===== src/rtl/pc_sequencer.sv =====
`default_nettype none
// ============================================================================
// Module      : pc_sequencer
// Description : Fetch PC sequencer with RUN/HOLD/FLUSH control and a
//               post-redirect bubble window. Optional macro
//               PC_SEQUENCER_REDIRECT_COUNT_EN adds a saturating redirect count.
// Revision    : 1.0 - initial release
// ============================================================================
module pc_sequencer #(
    parameter int unsigned        WIDTH        = 32,
    parameter logic [WIDTH-1:0]   PC_RESET     = '0,
    parameter logic [WIDTH-1:0]   INCR         = {{(WIDTH-1){1'b0}}, 1'b1},
    parameter int unsigned        FLUSH_CYCLES = 2
) (
    input  logic             clk,
    input  logic             rst,
    input  logic             in_pc_sel,
    input  logic [WIDTH-1:0] in_target,
    input  logic             in_stall,
    input  logic             in_imem_ready,
    output logic [WIDTH-1:0] out_pc,
    output logic             out_fetch_valid,
    output logic             out_flush,
    output logic [1:0]       out_state
`ifdef PC_SEQUENCER_REDIRECT_COUNT_EN
    ,
    output logic [15:0]      out_redirect_count
`endif
);

    typedef enum logic [1:0] {
        ST_RUN   = 2'd0,
        ST_HOLD  = 2'd1,
        ST_FLUSH = 2'd2
    } state_e;

    localparam logic [3:0] FLUSH_LOAD = 4'(FLUSH_CYCLES);

    state_e           state_q, state_d;
    logic [WIDTH-1:0] pc_q, pc_d;
    logic [3:0]       cnt_q, cnt_d;
    logic             fetch_valid_q, fetch_valid_d;
    logic             flush_q, flush_d;
    logic             blocked;

    assign blocked = in_stall | ~in_imem_ready;

    always_comb begin
        state_d = state_q;
        pc_d    = pc_q;
        cnt_d   = cnt_q;
        // A redirect outranks stall/ready in every state, including FLUSH.
        if (in_pc_sel) begin
            pc_d    = in_target;
            cnt_d   = FLUSH_LOAD;
            state_d = ST_FLUSH;
        end else begin
            case (state_q)
                ST_RUN: begin
                    if (blocked) state_d = ST_HOLD;
                    else         pc_d    = pc_q + INCR;
                end
                ST_HOLD: begin
                    if (!blocked) state_d = ST_RUN;
                end
                ST_FLUSH: begin
                    cnt_d = (cnt_q == 4'd0) ? 4'd0 : cnt_q - 4'd1;
                    if (cnt_q <= 4'd1) state_d = ST_RUN;
                end
                default: begin
                    state_d = ST_RUN;
                    cnt_d   = 4'd0;
                end
            endcase
        end
        fetch_valid_d = (state_d != ST_FLUSH);
        flush_d       = (state_d == ST_FLUSH);
    end

    always_ff @(posedge clk) begin
        if (rst) begin
            state_q       <= ST_RUN;
            pc_q          <= PC_RESET;
            cnt_q         <= 4'd0;
            fetch_valid_q <= 1'b1;
            flush_q       <= 1'b0;
        end else begin
            state_q       <= state_d;
            pc_q          <= pc_d;
            cnt_q         <= cnt_d;
            fetch_valid_q <= fetch_valid_d;
            flush_q       <= flush_d;
        end
    end

    assign out_pc          = pc_q;
    assign out_fetch_valid = fetch_valid_q;
    assign out_flush       = flush_q;
    assign out_state       = state_q;

`ifdef PC_SEQUENCER_REDIRECT_COUNT_EN
    logic [15:0] redir_cnt_q;

    always_ff @(posedge clk) begin
        if (rst)
            redir_cnt_q <= 16'd0;
        else if (in_pc_sel && (redir_cnt_q != 16'hFFFF))
            redir_cnt_q <= redir_cnt_q + 16'd1;
    end

    assign out_redirect_count = redir_cnt_q;
`else
    // Redirect counter not built in this configuration.
`endif

endmodule
`default_nettype wire


===== config.mk =====
export PLATFORM = sky130hd
export DESIGN_NAME = pc_sequencer
export DESIGN_NICKNAME = d
export VERILOG_FILES = /design/src/rtl/pc_sequencer.sv
export SDC_FILE = /design/constraint.sdc
export NUM_CORES = 1
export LEC_CHECK = 0
export ABC_AREA = 0
export CAP_MARGIN = 20
export CORE_MARGIN = 5
export CORE_UTILIZATION = 56
export DETAILED_ROUTE_END_ITERATION = 6
export DONT_BUFFER_PORTS = 1
export PLACE_DENSITY = 0.72
export SYNTH_ARGS = -nofsm -noshare
export SYNTH_HDL_FRONTEND = slang
export SYNTH_SLANG_ARGS = --single-unit

===== constraint.sdc =====
create_clock -name clk -period 2.11 [get_ports clk]
set_input_delay 0.3165 -clock clk [delete_from_list [all_inputs] [get_ports clk]]
set_output_delay 0.3165 -clock clk [all_outputs]
set_load 0.02 [all_outputs]

* Word-level counts from Yosys, hierarchy flattened *
Cells that the tools add are included.

cells by class
  equality and inequality tests = 6
  mux-type cells = 11
  $lt $le $gt $ge = 1
  bitwise gates (word level) = 2
  add/subtract/negate cells = 2
  reduce and logical (&&, ||, !) cells = 6

operator list
  operator                                                         count
  two-way mux 32 bit                                               3
  adder 32 x 1 -> 32 bit (second input constant)                   1
  two-way mux 2 bit                                                5
  one-hot mux 4 bit (2 select lines)                               1
  one-hot mux 2 bit (3 select lines)                               1
  == test 2 bit (second input constant)                            2
  less-or-equal comparator 4 x 1 -> 1 bit (second input constant)  1
  zero test 4 bit                                                  1
  two-way mux 4 bit                                                1
  != test 2 bit (second input constant)                            2
  OR reduction 2 bit                                               2
  subtractor 4 x 1 -> 4 bit (second input constant)                1
  == test 2 x 1 -> 1 bit (second input constant)                   1
  zero test 2 bit                                                  1
  != test 2 x 1 -> 1 bit (second input constant)                   1
  AND reduction 2 bit                                              1
  nonzero test 2 bit                                               1
  NOT 1 bit                                                        1
  OR 1 bit                                                         1

word-level totals
  output and inout bits = 36
  input port bits = 37
  bits in registers = 40
  logic and storage cells = 34

* Logic depth before layout (Yosys ltp) *
  depth after elaboration = 6
  depth in mapped cells = 6

* Worst setup path after synthesis *
No wires, ideal clock.

  kind = register -> register
  start point = register state_q[0] (netlist: out_state[0])
  end point = register pc_q[26] (netlist: out_pc[26])
  arrival = 2.091 ns
  slack = -0.043 ns
  setup time = 0.062 ns
  cell stages (with the launch flop) = 5
  buffers on the path = 0
  required time = 2.048 ns
  path through = dfxtp_1 or4b_4 or4_4 or4_1 nand3_1

on the way
  cells in the longest elaborated chain, start to end = 3

RTL lines
  item                                  RTL line  source
  from (decl)                           39        state_e state_q, state_d;
  from (signal assigned)                88        state_q <= state_d;
  zero test 2 bit                       58        case (state_q)
  nonzero test 2 bit (no source line)   -
  AND reduction 2 bit (no source line)  -
  to (signal assigned)                  89        pc_q <= pc_d;
  to (decl)                             40        logic [WIDTH-1:0] pc_q, pc_d;

No other way between the ends.
A chain may end at the register's enable or synchronous reset.

* Worst setup path after layout *
  start point = register state_q[0] (netlist: out_state[0])
  end point = register pc_q[20] (netlist: out_pc[20])

The elaborated chain is that of the path after synthesis.

==> reports/qor.csv <==
metric;value;unit
viasPerCell;6.75;
synthFlopType;dfxtp_1;
cts.clk_slew.worst_paths;0.08;ns
clkSinkCount;40;
yosysWarnings;0;
status;finished clean;
synth_top_area_share;34.5;%
root_buffer;clkbuf_8;
antennaDiodeCount;0;
maxSlewHeadroom;56.7;%
cpMaxStageDelayCell;or4b_4;
start_kind;register;
grt_pass1_vias;2218;
critPathCaptureType;register;
h-tree-depth;2;
post-route-min-period;2.00;ns
setup_viol;0;
fin_crit_sh;94.7;%
async_reset_ff_share;0;%
power_density;629;nW/µm²
syn_nets;329;
crit_chain;or4b_4 -> or4_1 -> or3_1 -> a31oi_1;
yosys-mux-area-fraction;0;%
synth-xor-area-share;3.78;%
ir_drop;0.473;mV
finClkSkew;0.00389;ns
ant_nets;0;
ys_seq_area_share;34.5;%
worst_slew_pin_slew;0.648;ns
design_area;2700;µm²
port-buffer-count;0;
ios;73;
synth_compound_area_share;18.4;%
yosysMostFrequentCell;dfxtp_1;
synth_edf_count;0;
grt_max_degree;31;
cts_buffer_depth;2;
ys_types;45;
grt_use_total;25.2;%
final_nets;353;
syn_area;2320;µm²
wirelength;6.77;mm
wl_per_cell;18.5;µm
drive_gt1_share;17.4;%
cts_tree;yes;
via_count;2470;
synth_area_per_cell;7.97;µm²
drtIter0Drc;224;
worst-path-max-fanout;5;
routabilityCongestion;0.877;
rows;23;
worst_hold_path_type;in -> reg;
initial_utilization;58.0;%
timing.fmax;500;MHz
report.power.total;1.70;mW
yosys.area.top_type;dfxtp_1;
synth_area_leaders;dfxtp_1 35%, nand3_1 4.5%, nand4_1 4.3%, nor2_1 4.2%, o21ai_0 3.9%;
setup_tns;0;ns
synth_simple_gate_area_share;38.4;%
synth_top_family_by_area;simple AND/OR/NAND/NOR gates;
rsz0062_at_grt;false;
die_area;5530;µm²
antenna_found_initial;0;
post_cts_buffers;0;
synth_cells;291;
syn_to_final_growth;16.3;%
drtPass1Iterations;4;
crit_type;reg -> reg;
cp.required;2.34;ns
clkLatencyLatePin;0.30;ns
p_leak;0.977;nW
grt_pass1_wl;10.9;mm
cp.arrival;2.23;ns
cts_made_buffers;5;
hold_viol_final;0;
grt_remaining_overflow;0;
hpwlAfterDp;4.94;mm
drc;0;
synth-seq-cells;40;
netlist_top_cells_count;40 x dfxtp_1, 26 x nor2_1, 21 x nand3_1;
worst_path_largest_cell_delay;0.57;ns
die_width;74.4;µm
synthAdderAreaFrac;0.539;%
dpl_cell_area;2590;µm²
timing.final.max_slew_violations;0;
die_h;74.4;µm
coreArea;4000;µm²
cap_violations;0;
-- registers in the layout, indices dropped and copies added (netlist names) --
register	flops
cnt_q	4
out_fetch_valid	1
out_flush	1
out_pc	32
out_state	2
-- worst paths after layout --
kind | depth (start not counted) | slack [ns] | to | startpoint
worst min-delay path | 1 | 0.08 | cnt_q[1] | rst
worst max register to register | 4 | 0.11 | out_pc[20] | out_state[0]
worst min register to register | 1 | 0.51 | cnt_q[3] | cnt_q[3]
worst max-delay path | 4 | 0.11 | out_pc[20] | out_state[0]
-- layer usage --
| layer | vias up | wire, µm | global-route usage, % |
|---|---|---|---|
| met5 | - | 0 | 0 |
| met4 | 0 | 72 | 8.70 |
| met3 | 6 | 633 | 6.89 |
| met2 | 105 | 3150 | 38.9 |
| met1 | 1173 | 2910 | 33.9 |
| li1 | 1186 | - | - |
-- critical path, delay by kind of cell (launching register included) --
family,cells,cell delay (ns)
simple gates,3,1.45
compound gates,1,0.16
flops,1,0.32
-- logic make-up after synthesis --
group / Yosys count
XOR/XNOR: 10
adder cells (fa/ha/maj): 1
AO/OA/AOI/OAI: 60
AND/OR/NAND/NOR: 153
flip-flops: 40
buffers and inverters: 27
-- cell type report --
type | count | area (µm²)
timing repair buffer | 37 | 278
sequential | 40 | 803
inverter | 7 | 26.3
multi-input combinational | 224 | 1440
clock buffer | 6 | 82.6
clock inverter | 2 | 10.0
tap | 50 | 62.6
fill | 346 | 1300
-- cell usage in the layout, fill, tap and decap left out, types with 2 or more instances in the layout --
cell type   n
a211oi_1   10
a311oi_1    8
a31oi_1     2
a32oi_1     6
and2_1      3
and3_1     11
and4_1      8
buf_4      37
clkbuf_8    6
clkinv_2    2
dfxtp_1    38
dfxtp_2     2
inv_1       7
nand2_1    15
nand3_1    21
nand4_1    16
nor2_1     26
nor2b_1     2
nor3_1     11
nor4_1      5
nor4b_2     2
o211ai_1    3
o21ai_0    18
o31ai_1     4
or3_1      12
or4_1      11
or4_4       2
xnor2_1     6
xor2_1      4
-- power breakdown --
part | total (mW) | leakage, nW | switching, mW | internal [mW]
sequential | 0.867 | 0.332 | 0.0602 | 0.807
combinational | 0.291 | 0.594 | 0.176 | 0.114
clock | 0.538 | 0.0510 | 0.277 | 0.261
total | 1.70 | 0.977 | 0.514 | 1.18
-- what timing repair did --
action	in CTS	in global routing
hold buffers	0	0
endpoints found under the setup margin	0	4
gates resized for setup	0	3
-- per-stage QoR --
| stage | std cells | utilization (%) | hold slack [ns] | worst slack, ns |
|---|---|---|---|---|
| floorplan | 291 | - | 0.454 | 0.00139 |
| CTS | 366 | 67.0 | 0.0780 | 0.00607 |
| detailed placement | 358 | 64.7 | 0.396 | 0.0273 |
| global placement | 358 | 64.7 | 0.394 | 0.0452 |
| finish | 366 | 67.5 | 0.0825 | 0.112 |
| global route | 366 | 67.5 | 0.0667 | 0.0366 |
(Power assumes the default switching activity.)
